**config.mk**
```make
export PLATFORM = sky130hd
export DESIGN_NAME = multicycle_control
export DESIGN_NICKNAME = d
export VERILOG_FILES = /design/src/rtl/multicycle_ctrl_pkg.sv /design/src/rtl/mc_wait_timer.sv /design/src/rtl/multicycle_control.sv
export SDC_FILE = /design/constraint.sdc
export NUM_CORES = 1
export LEC_CHECK = 0
export ABC_CLOCK_PERIOD_IN_PS = 3680
export CORE_UTILIZATION = 40
export CTS_CLUSTER_DIAMETER = 60
export DETAILED_ROUTE_END_ITERATION = 7
export GPL_TIMING_DRIVEN = 0
export MAX_ROUTING_LAYER = met4
export PLACE_DENSITY = 0.64
export SYNTH_ARGS = -nofsm -noshare
export SYNTH_HDL_FRONTEND = slang
export SYNTH_SLANG_ARGS = --single-unit
```
**constraint.sdc**
```tcl
create_clock -name clk -period 3.68 [get_ports clk]
set_input_delay 0.736 -clock clk [delete_from_list [all_inputs] [get_ports clk]]
set_output_delay 0.736 -clock clk [all_outputs]
set_load 0.01 [all_outputs]
```
**src/rtl/multicycle_ctrl_pkg.sv**
```systemverilog
`default_nettype none
// ============================================================================
// multicycle_ctrl_pkg : opcodes, datapath select encodings and FSM states
// Rev 1.0
// ============================================================================
package multicycle_ctrl_pkg;

  localparam logic [5:0] OP_R     = 6'b000000;
  localparam logic [5:0] OP_ADDIU = 6'b001100;
  localparam logic [5:0] OP_SUBIU = 6'b001101;
  localparam logic [5:0] OP_SW    = 6'b010000;
  localparam logic [5:0] OP_LW    = 6'b010001;
  localparam logic [5:0] OP_BEQ   = 6'b010011;
  localparam logic [5:0] OP_J     = 6'b011100;

  localparam logic [1:0] ALU_ADD   = 2'b00;
  localparam logic [1:0] ALU_SUB   = 2'b01;
  localparam logic [1:0] ALU_FUNCT = 2'b10;
  localparam logic [1:0] ALU_NONE  = 2'b11;

  localparam logic [1:0] SRCB_REG    = 2'b00;
  localparam logic [1:0] SRCB_FOUR   = 2'b01;
  localparam logic [1:0] SRCB_IMM    = 2'b10;
  localparam logic [1:0] SRCB_IMM_SH = 2'b11;

  localparam logic [1:0] PCSRC_ALU    = 2'b00;
  localparam logic [1:0] PCSRC_ALUOUT = 2'b01;
  localparam logic [1:0] PCSRC_JUMP   = 2'b10;

  typedef enum logic [3:0] {
    S_IDLE, S_FETCH, S_DECODE, S_EXEC_R, S_EXEC_ADDI, S_EXEC_SUBI,
    S_WB_R, S_WB_I, S_MEM_ADDR, S_MEM_READ, S_MEM_WB, S_MEM_WRITE,
    S_BRANCH, S_JUMP, S_TRAP
  } state_e;

  // States that wait on the memory handshake and are guarded by the timer.
  function automatic logic is_wait_state(input state_e s);
    return (s == S_FETCH) || (s == S_MEM_READ) || (s == S_MEM_WRITE);
  endfunction

endpackage
`default_nettype wire

```
**src/rtl/mc_wait_timer.sv**
```systemverilog
`default_nettype none
// ============================================================================
// mc_wait_timer : memory wait-state counter with timeout detect
// Rev 1.0
// ============================================================================
module mc_wait_timer #(
  parameter int WAIT_W   = 4,
  parameter int MAX_WAIT = 15
) (
  input  logic clk,
  input  logic rst_n,
  input  logic clear,
  input  logic count_en,
  input  logic mem_ready,
  output logic timeout
);

  localparam logic [WAIT_W-1:0] LAST_WAIT = WAIT_W'(MAX_WAIT - 1);

  logic [WAIT_W-1:0] count_q, count_d;

  always_comb begin
    count_d = count_q;
    if (clear) begin
      count_d = '0;
    end else if (count_en && !mem_ready) begin
      count_d = count_q + WAIT_W'(1);
    end
  end

  // Fires on the cycle whose unready increment would reach MAX_WAIT.
  assign timeout = (MAX_WAIT != 0) && count_en && !mem_ready && (count_q == LAST_WAIT);

  always_ff @(posedge clk or negedge rst_n) begin
    if (!rst_n) begin
      count_q <= '0;
    end else begin
      count_q <= count_d;
    end
  end

endmodule
`default_nettype wire

```
**src/rtl/multicycle_control.sv**
```systemverilog
`default_nettype none
// ============================================================================
// multicycle_control : Moore sequencer for the shared-memory multi-cycle CPU
// Rev 1.0
// ============================================================================
module multicycle_control #(
  parameter int OPCODE_W = 6,
  parameter int WAIT_W   = 4,
  parameter int MAX_WAIT = 15,
  parameter int CNT_W    = 32
) (
  input  logic                clk,
  input  logic                rst_n,
  input  logic [OPCODE_W-1:0] opcode,
  input  logic                mem_ready,
  output logic                pc_write,
  output logic                pc_write_cond,
  output logic [1:0]          pc_source,
  output logic                i_or_d,
  output logic                mem_read,
  output logic                mem_write,
  output logic                ir_write,
  output logic                mem_to_reg,
  output logic                reg_dst,
  output logic                reg_write,
  output logic                alu_src_a,
  output logic [1:0]          alu_src_b,
  output logic [1:0]          alu_op,
  output logic                illegal_op,
  output logic                bus_err,
  output logic                retired,
  output logic [CNT_W-1:0]    retire_count
);
  import multicycle_ctrl_pkg::*;

  state_e           state_q, state_d;
  logic             illegal_q, illegal_d;
  logic             bus_err_q, bus_err_d;
  logic [CNT_W-1:0] retire_count_q, retire_count_d;
  logic             wait_en, wait_clear, wait_timeout;

  mc_wait_timer #(
    .WAIT_W   (WAIT_W),
    .MAX_WAIT (MAX_WAIT)
  ) u_wait_timer (
    .clk       (clk),
    .rst_n     (rst_n),
    .clear     (wait_clear),
    .count_en  (wait_en),
    .mem_ready (mem_ready),
    .timeout   (wait_timeout)
  );

  always_comb begin
    state_d       = state_q;
    illegal_d     = illegal_q;
    bus_err_d     = bus_err_q;
    pc_write      = 1'b0;
    pc_write_cond = 1'b0;
    pc_source     = PCSRC_ALU;
    i_or_d        = 1'b0;
    mem_read      = 1'b0;
    mem_write     = 1'b0;
    ir_write      = 1'b0;
    mem_to_reg    = 1'b0;
    reg_dst       = 1'b0;
    reg_write     = 1'b0;
    alu_src_a     = 1'b0;
    alu_src_b     = SRCB_REG;
    alu_op        = ALU_NONE;
    retired       = 1'b0;
    case (state_q)
      S_IDLE: state_d = S_FETCH;
      S_FETCH: begin
        mem_read  = 1'b1;
        alu_src_b = SRCB_FOUR;
        alu_op    = ALU_ADD;
        if (mem_ready) begin
          ir_write = 1'b1;
          pc_write = 1'b1;
          state_d  = S_DECODE;
        end else if (wait_timeout) begin
          bus_err_d = 1'b1;
          state_d   = S_TRAP;
        end
      end
      S_DECODE: begin
        alu_src_b = SRCB_IMM_SH;
        alu_op    = ALU_ADD;
        case (opcode)
          OP_R:         state_d = S_EXEC_R;
          OP_ADDIU:     state_d = S_EXEC_ADDI;
          OP_SUBIU:     state_d = S_EXEC_SUBI;
          OP_LW, OP_SW: state_d = S_MEM_ADDR;
          OP_BEQ:       state_d = S_BRANCH;
          OP_J:         state_d = S_JUMP;
          default: begin
            illegal_d = 1'b1;
            state_d   = S_TRAP;
          end
        endcase
      end
      S_EXEC_R: begin
        alu_src_a = 1'b1;
        alu_op    = ALU_FUNCT;
        state_d   = S_WB_R;
      end
      S_EXEC_ADDI, S_EXEC_SUBI: begin
        alu_src_a = 1'b1;
        alu_src_b = SRCB_IMM;
        alu_op    = (state_q == S_EXEC_SUBI) ? ALU_SUB : ALU_ADD;
        state_d   = S_WB_I;
      end
      S_WB_R, S_WB_I: begin
        reg_write = 1'b1;
        reg_dst   = (state_q == S_WB_R);
        retired   = 1'b1;
        state_d   = S_FETCH;
      end
      S_MEM_ADDR: begin
        alu_src_a = 1'b1;
        alu_src_b = SRCB_IMM;
        alu_op    = ALU_ADD;
        state_d   = (opcode == OP_LW) ? S_MEM_READ : S_MEM_WRITE;
      end
      S_MEM_READ: begin
        mem_read = 1'b1;
        i_or_d   = 1'b1;
        if (mem_ready) begin
          state_d = S_MEM_WB;
        end else if (wait_timeout) begin
          bus_err_d = 1'b1;
          state_d   = S_TRAP;
        end
      end
      S_MEM_WB: begin
        reg_write  = 1'b1;
        mem_to_reg = 1'b1;
        retired    = 1'b1;
        state_d    = S_FETCH;
      end
      S_MEM_WRITE: begin
        mem_write = 1'b1;
        i_or_d    = 1'b1;
        if (mem_ready) begin
          retired = 1'b1;
          state_d = S_FETCH;
        end else if (wait_timeout) begin
          bus_err_d = 1'b1;
          state_d   = S_TRAP;
        end
      end
      S_BRANCH: begin
        alu_src_a     = 1'b1;
        alu_op        = ALU_SUB;
        pc_write_cond = 1'b1;
        pc_source     = PCSRC_ALUOUT;
        retired       = 1'b1;
        state_d       = S_FETCH;
      end
      S_JUMP: begin
        pc_write  = 1'b1;
        pc_source = PCSRC_JUMP;
        retired   = 1'b1;
        state_d   = S_FETCH;
      end
      S_TRAP: state_d = S_TRAP;
      default: state_d = S_IDLE;
    endcase
    retire_count_d = retire_count_q + CNT_W'(retired);
  end

  // The timer restarts only when a wait state is freshly entered.
  always_comb begin
    wait_en    = is_wait_state(state_q);
    wait_clear = is_wait_state(state_d) && (state_d != state_q);
  end

  always_ff @(posedge clk or negedge rst_n) begin
    if (!rst_n) begin
      state_q        <= S_IDLE;
      illegal_q      <= 1'b0;
      bus_err_q      <= 1'b0;
      retire_count_q <= '0;
    end else begin
      state_q        <= state_d;
      illegal_q      <= illegal_d;
      bus_err_q      <= bus_err_d;
      retire_count_q <= retire_count_d;
    end
  end

  assign illegal_op   = illegal_q;
  assign bus_err      = bus_err_q;
  assign retire_count = retire_count_q;

endmodule
`default_nettype wire

```
==> results.toml, run 1 <==
[status]
status = "finished clean"

[global_routing]
grt_pass1_vias = 1859
grt-ovfl-total = 0
grt_pass1_wl_um = 8470
grt_max_degree = 39
grt.total_usage_pct = 17.5
antenna_found_initial = 0

[cts]
cts.clk_slew.worst_paths_ns = 0.08
cts_setup_buffers = 0
clk_path_buf_depth = 2
cts_root_buf = "clkbuf_8"
clk_latency_ns = 0.29
cts.sinks = 42
cts_tree = "built"
h-tree-depth = 2
cts_made_buffers = 5

[layout]
num_antenna_cells = 0
fin_cells = 381
fin_nets = 321
syn2layout_area_growth_pct = 34.2
nFillCells = 532
drive_gt1_share_pct = 7.44

[drt]
drc = 0
drt_iter0_drc = 76
wl_per_cell_um = 13.4
wirelength_um = 5110
vias_per_cell = 5.27
ant_nets = 0
firstDrtPassIters = 4
vias = 2007

[sta]
setup_viol = 0
finalClockSkew_ns = 0.00684
max_freq_mhz = 310
relSlewSlack_pct = 60.6
setup_tns_ns = 0
maxSlewViolCount = 0
rsz0062_at_grt = "no"
finalCriticalPeriod_ns = 3.22
worstMarginPinSlew_ns = 0.586
finalHoldViolCount = 0
post-route-period-util_pct = 87.6

[logic_synthesis]
synth_top_area_share_pct = 44.2
avgSynthCellArea_um2 = 9.87
synth_nets = 254
synth_edf_count = 0
yosys.area.top_type = "dfrtp_1"
ys.warnings.count = 0
netlist_top_cells_area = "dfrtp_1, xnor2_1, xor2_1"
yosysMostFrequentCell = "dfrtp_1"
async_reset_ff_share_pct = 100
ys.flop_type = "dfrtp_1"
ys_seq_elements = 42
synth_area_mm2 = 0.00238
ys_seq_area_share_pct = 44.2
synthCells = 241
synth_common_cells = "dfrtp_1, xnor2_1, nand3_1"
synthDistinctLibCells = 51

[power_and_ir_drop]
p_switching_w = 0.000642
p_sw_share_pct = 36.2
irDropWorstVdd_v = 0.000395
p_clk_share_pct = 19.9
p_int_w = 0.00113
leakagePower_nw = 1.35
power_density_mw_per_mm2 = 555
combPwrFrac_pct = 47.0
share_seq_of_total_power_pct = 33.1

[critical_path]
rrSetupSlack_ns = 0.65
cp-start-kind = "input port"
crit_path_end_kind = "flop"
reg2reg_depth = 13
rr_endpoint = "retire_count[26]"
r2r-start = "state_q[3]"
crit_type = "in2reg"
arrival_ns = 3.44
path_max_fanout = 9
critPathRequiredTime_ns = 3.89

[placed_design]
port_buffers = 59
placedCellCount = 373
hpwl_um = 3840
routabilityCongestion = 0.881

[run]
cap_viol_max_count = 0

[die]
dieWidth_um = 79.1
boundaryPins = 60
num_rows = 27
dieArea_mm2 = 0.00626
die_h_um = 79.1
start_util_pct = 42.4
core_mm2 = 0.00561

[hold_path]
hold_path_class = "in2async"
## layer usage
layer	routed length (µm)	global-route usage [%]	vias up	part of all wire, %
met4	53	4.91	0	1.0
li1	-	-	992	-
met5	0	-	-	0
met3	186	3.45	5	3.6
met2	2360	27.1	40	46
met1	2510	23.5	970	49
## layout make-up
type | count | area (µm²) | share of cell area (%)
Sequential cell | 42 | 1050 | 32.9
Tap cell | 72 | 90.1 | 2.82
Clock buffer | 5 | 68.8 | 2.16
Buffer | 7 | 36.3 | 1.14
Timing Repair Buffer | 60 | 606 | 19.0
Inverter | 8 | 30.0 | 0.940
Clock inverter | 3 | 40.0 | 1.25
Multi-Input combinational cell | 184 | 1270 | 39.8
## worst max-delay path: stages
cell	delay [ns]
clkdlybuf4s50_1	0.65
nor2b_1	0.08
o21ai_0	0.15
nand2_1	0.06
o21ai_0	0.14
ha_1	0.28
ha_1	0.30
nand2_1	0.15
nor4_4	0.28
nand2_1	0.22
nor3_1	0.23
xor2_1	0.17
## cells by family (layout without fill, tap and decap cells)
family                     count (synthesis)  after routing  synth area share [%]
AOI/OAI and AO/OA                         30             30                  10.2
xor gates and xnor gates                  34             34                  12.5
adders and majority gates                  4              4                  2.10
buffers and inverters                     15             83                  2.79
DFF                                       42             42                  44.2
muxes                                      1              1                 0.421
and+or+nand+nor                          115            115                  27.8
## timing repair
action                     4_1_cts  5_1_grt
setup endpoints to repair        0        3
hold buffers                     0        0
resized for setup                0        1
## how the worst max path moves through the flow
| stage | end | depth (start not counted) | slack (ns) | from |
|---|---|---|---|---|
| floorplan | retire_count[26] | 13 | 0.95 | state_q[2] |
| global placement | retire_count[28] | 12 | 0.02 | mem_ready |
| detailed placement | retire_count[26] | 12 | 0.008 | mem_ready |
| CTS | retire_count[26] | 12 | 0.30 | mem_ready |
| global route | retire_count[26] | 12 | 0.08 | mem_ready |
| finish | retire_count[26] | 12 | 0.46 | mem_ready |
## cells in the final DEF (no fill, tap or decap), drive strengths merged, types with 3 or more instances in the layout
| cell type | n |
|---|---|
| nor2b | 4 |
| buf | 6 |
| nand2b | 7 |
| dfrtp | 42 |
| ha | 4 |
| clkdlybuf4s50 | 58 |
| xor2 | 12 |
| o21ai | 6 |
| inv | 8 |
| nand4b | 3 |
| xnor2 | 22 |
| nor2 | 16 |
| or2 | 3 |
| and3 | 3 |
| a22oi | 3 |
| nand4 | 7 |
| nor3 | 12 |
| clkbuf | 8 |
| and2 | 7 |
| nand3 | 19 |
| a41oi | 4 |
| nand2 | 17 |
## registers in the layout, summed over array words and instances (netlist names)
signal and count:
retire_count 32, state_q 4, illegal_op 1, u_wait_timer.count_q 4, bus_err 1
## metrics by stage
stage                     total power, W  utilization, %  hold WS, ns  setup slack (ns)  area [µm²]
after detailed placement         0.00143            54.8        0.454           0.00813        3080
after global placement           0.00143            54.6        0.447            0.0212        3060
after floorplan                  0.00108               -        0.440             0.954        2380
after CTS                        0.00179            56.8        0.251             0.304        3180
after global routing             0.00189            56.9        0.247            0.0797        3190
final                            0.00177            56.9        0.257             0.455        3190
## power by group through the flow
stage / Sequential, W / Clock, W / Combinational (W)
final: 0.000587 / 0.000352 / 0.000834
after global routing: 0.000597 / 0.000378 / 0.000914
after CTS: 0.000587 / 0.000367 / 0.000839
after detailed placement: 0.000594 / 0 / 0.000835
after global placement: 0.000596 / 0 / 0.000830
after floorplan: 0.000596 / 0 / 0.000487
(Power assumes the default switching activity.)
==> run 2: changes to the inputs <==
==> constraint.sdc (replaced) <==
create_clock -name clk -period 3.68 [get_ports clk]
set_input_delay 0.368 -clock clk [delete_from_list [all_inputs] [get_ports clk]]
set_output_delay 0.368 -clock clk [all_outputs]
set_load 0.01 [all_outputs]
==> run 2 against run 1 <==
Non-clock buffer count rose by 1. Critical endpoint unchanged. Combinational power barely moved. Via count rose by 0.50%. Critical path type is now reg2reg. Final area barely moved. Hold slack improved by 0.17 ns. Utilization barely moved. Total power rose by 0.12%. Sequential power barely moved.
==> results.toml, run 2 (synthesis gave the netlist of run 1 again) <==
[cts]
clk_path_buf_depth = 2
cts.sinks = 42
cts_made_buffers = 5
cts_setup_buffers = 0
h-tree-depth = 2
cts_root_buf = "clkbuf_8"
clk_latency_ns = 0.29
cts_tree = "built"
cts.clk_slew.worst_paths_ns = 0.07

[die]
start_util_pct = 42.4
num_rows = 27
dieArea_mm2 = 0.00626
boundaryPins = 60
core_mm2 = 0.00561
die_h_um = 79.1
dieWidth_um = 79.1

[drt]
vias_per_cell = 5.28
drc = 0
vias = 2017
firstDrtPassIters = 4
wl_per_cell_um = 13.4
drt_iter0_drc = 76
ant_nets = 0
wirelength_um = 5110

[sta]
relSlewSlack_pct = 60.7
maxSlewViolCount = 0
finalCriticalPeriod_ns = 3.15
finalHoldViolCount = 0
post-route-period-util_pct = 85.7
rsz0062_at_grt = "no"
holdWs_ns = 0.426
setup_tns_ns = 0
max_freq_mhz = 317
finalClockSkew_ns = 0.00688
setup_ws_ns = 0.527
worstMarginPinSlew_ns = 0.585
setup_viol = 0

[global_routing]
grt.total_usage_pct = 17.5
grt-ovfl-total = 0
grt_max_degree = 39
antenna_found_initial = 0
grt_pass1_wl_um = 8470
grt_pass1_vias = 1859

[critical_path]
slowest_delay_ns = 0.40
arrival_ns = 3.37
cp-start-kind = "flop"
crit_slowest_cell = "nor4_2"
critPathRequiredTime_ns = 3.89
path_cells = "clkbuf_1 > nand2b_1 > buf_2 > o21ai_0 > nand2_1 > o21ai_0 > ha_1 > ha_1 > nand2_1 > nor4_2 > nand2_1 > nor3_1 > xor2_1"
crit_path_end_kind = "flop"
crit_type = "reg2reg"
path_max_fanout = 10
crit_top_cell = "nand2_1"

[placed_design]
dp_slack_ns = 0.376
hpwl_um = 3840
port_buffers = 59
routabilityCongestion = 0.881

[power_and_ir_drop]
p_switching_w = 0.000644
irDropWorstVdd_v = 0.000395
leakagePower_nw = 1.34
power_density_mw_per_mm2 = 556
p_sw_share_pct = 36.2
p_int_w = 0.00113
p_clk_share_pct = 19.8
combPwrFrac_pct = 47.1
power_w = 0.00178
share_seq_of_total_power_pct = 33.1

[status]
status = "finished clean"

[layout]
mostFrequentLayoutCells = "clkdlybuf4s50_1, dfrtp_1, xnor2_1"
drive_gt1_share_pct = 7.42
syn2layout_area_growth_pct = 34.2
largest_reg_flops = 32
final_common_cell = "clkdlybuf4s50_1"
num_antenna_cells = 0
fin_nets = 322

[run]
cap_viol_max_count = 0

[hold_path]
hold_path_class = "in2async"
==> run 2: changes by cell type in the layout (fill, tap and decap cells not counted), sizes merged <==
cell	delta
dlygate4sd3	+1
==> run 2: worst paths after layout <==
| kind | from | endpoint | slack [ns] | cells after the start |
|---|---|---|---|---|
| min in group clk | illegal_op | illegal_op | 0.46 | 1 |
| max reg2reg | state_q[3] | retire_count[26] | 0.53 | 13 |
| min reg2reg | illegal_op | illegal_op | 0.46 | 1 |
| min | rst_n | illegal_op | 0.43 | 2 |
| max in group asynchronous | rst_n | u_wait_timer.count_q[0] | 2.83 | 3 |
| max | state_q[3] | retire_count[26] | 0.53 | 13 |
==> run 2: layout make-up <==
| cell class | instances | area, µm² |
|---|---|---|
| fill | 537 | 2410 |
| multi-input combinational | 184 | 1260 |
| sequential | 42 | 1050 |
| timing repair buffer | 61 | 616 |
| tap | 72 | 90.1 |
| clock buffer | 5 | 68.8 |
| clock inverter | 3 | 40.0 |
| buffer | 7 | 36.3 |
| inverter | 8 | 30.0 |
==> run 2: power by group through the flow <==
stage	Combinational (W)	Sequential (W)	Clock [W]
final	0.000836	0.000588	0.000352
after global routing	0.000915	0.000597	0.000378
after CTS	0.000839	0.000587	0.000367
after detailed placement	0.000835	0.000594	0
after global placement	0.000830	0.000596	0
after floorplan	0.000487	0.000596	0
==> run 2: repair_timing <==
item / in CTS / in global routing
hold buffers: 1 / 0
resized for setup: 0 / 0
hold endpoints to repair: 4 / 0
==> run 2: routing by layer <==
| layer | vias to the layer above | track usage [%] | part of all wire [%] |
|---|---|---|---|
| met5 | - | - | 0 |
| met1 | 971 | 23.5 | 48 |
| li1 | 995 | - | - |
| met3 | 5 | 3.45 | 4.2 |
| met2 | 46 | 27.1 | 46 |
| met4 | 0 | 4.91 | 1.0 |
==> run 2: critical path, delay by kind of cell, from the launching register on <==
kind                     cells  cell delay [ns]
adder cells (fa/ha/maj)      2             0.57
buffers and inverters        2             0.50
flip-flops                   1             0.38
AND/OR/NAND/NOR              6             1.15
AO/OA/AOI/OAI                2             0.30
XOR/XNOR                     1             0.17
==> run 2: through the flow <==
| step | area [µm²] | utilization, % | cells |
|---|---|---|---|
| final | 3190 | 57.0 | 382 |
| after global routing | 3190 | 57.0 | 382 |
| after CTS | 3190 | 57.0 | 382 |
| after detailed placement | 3080 | 54.8 | 373 |
| after global placement | 3060 | 54.6 | 372 |
| after floorplan | 2380 | - | 241 |
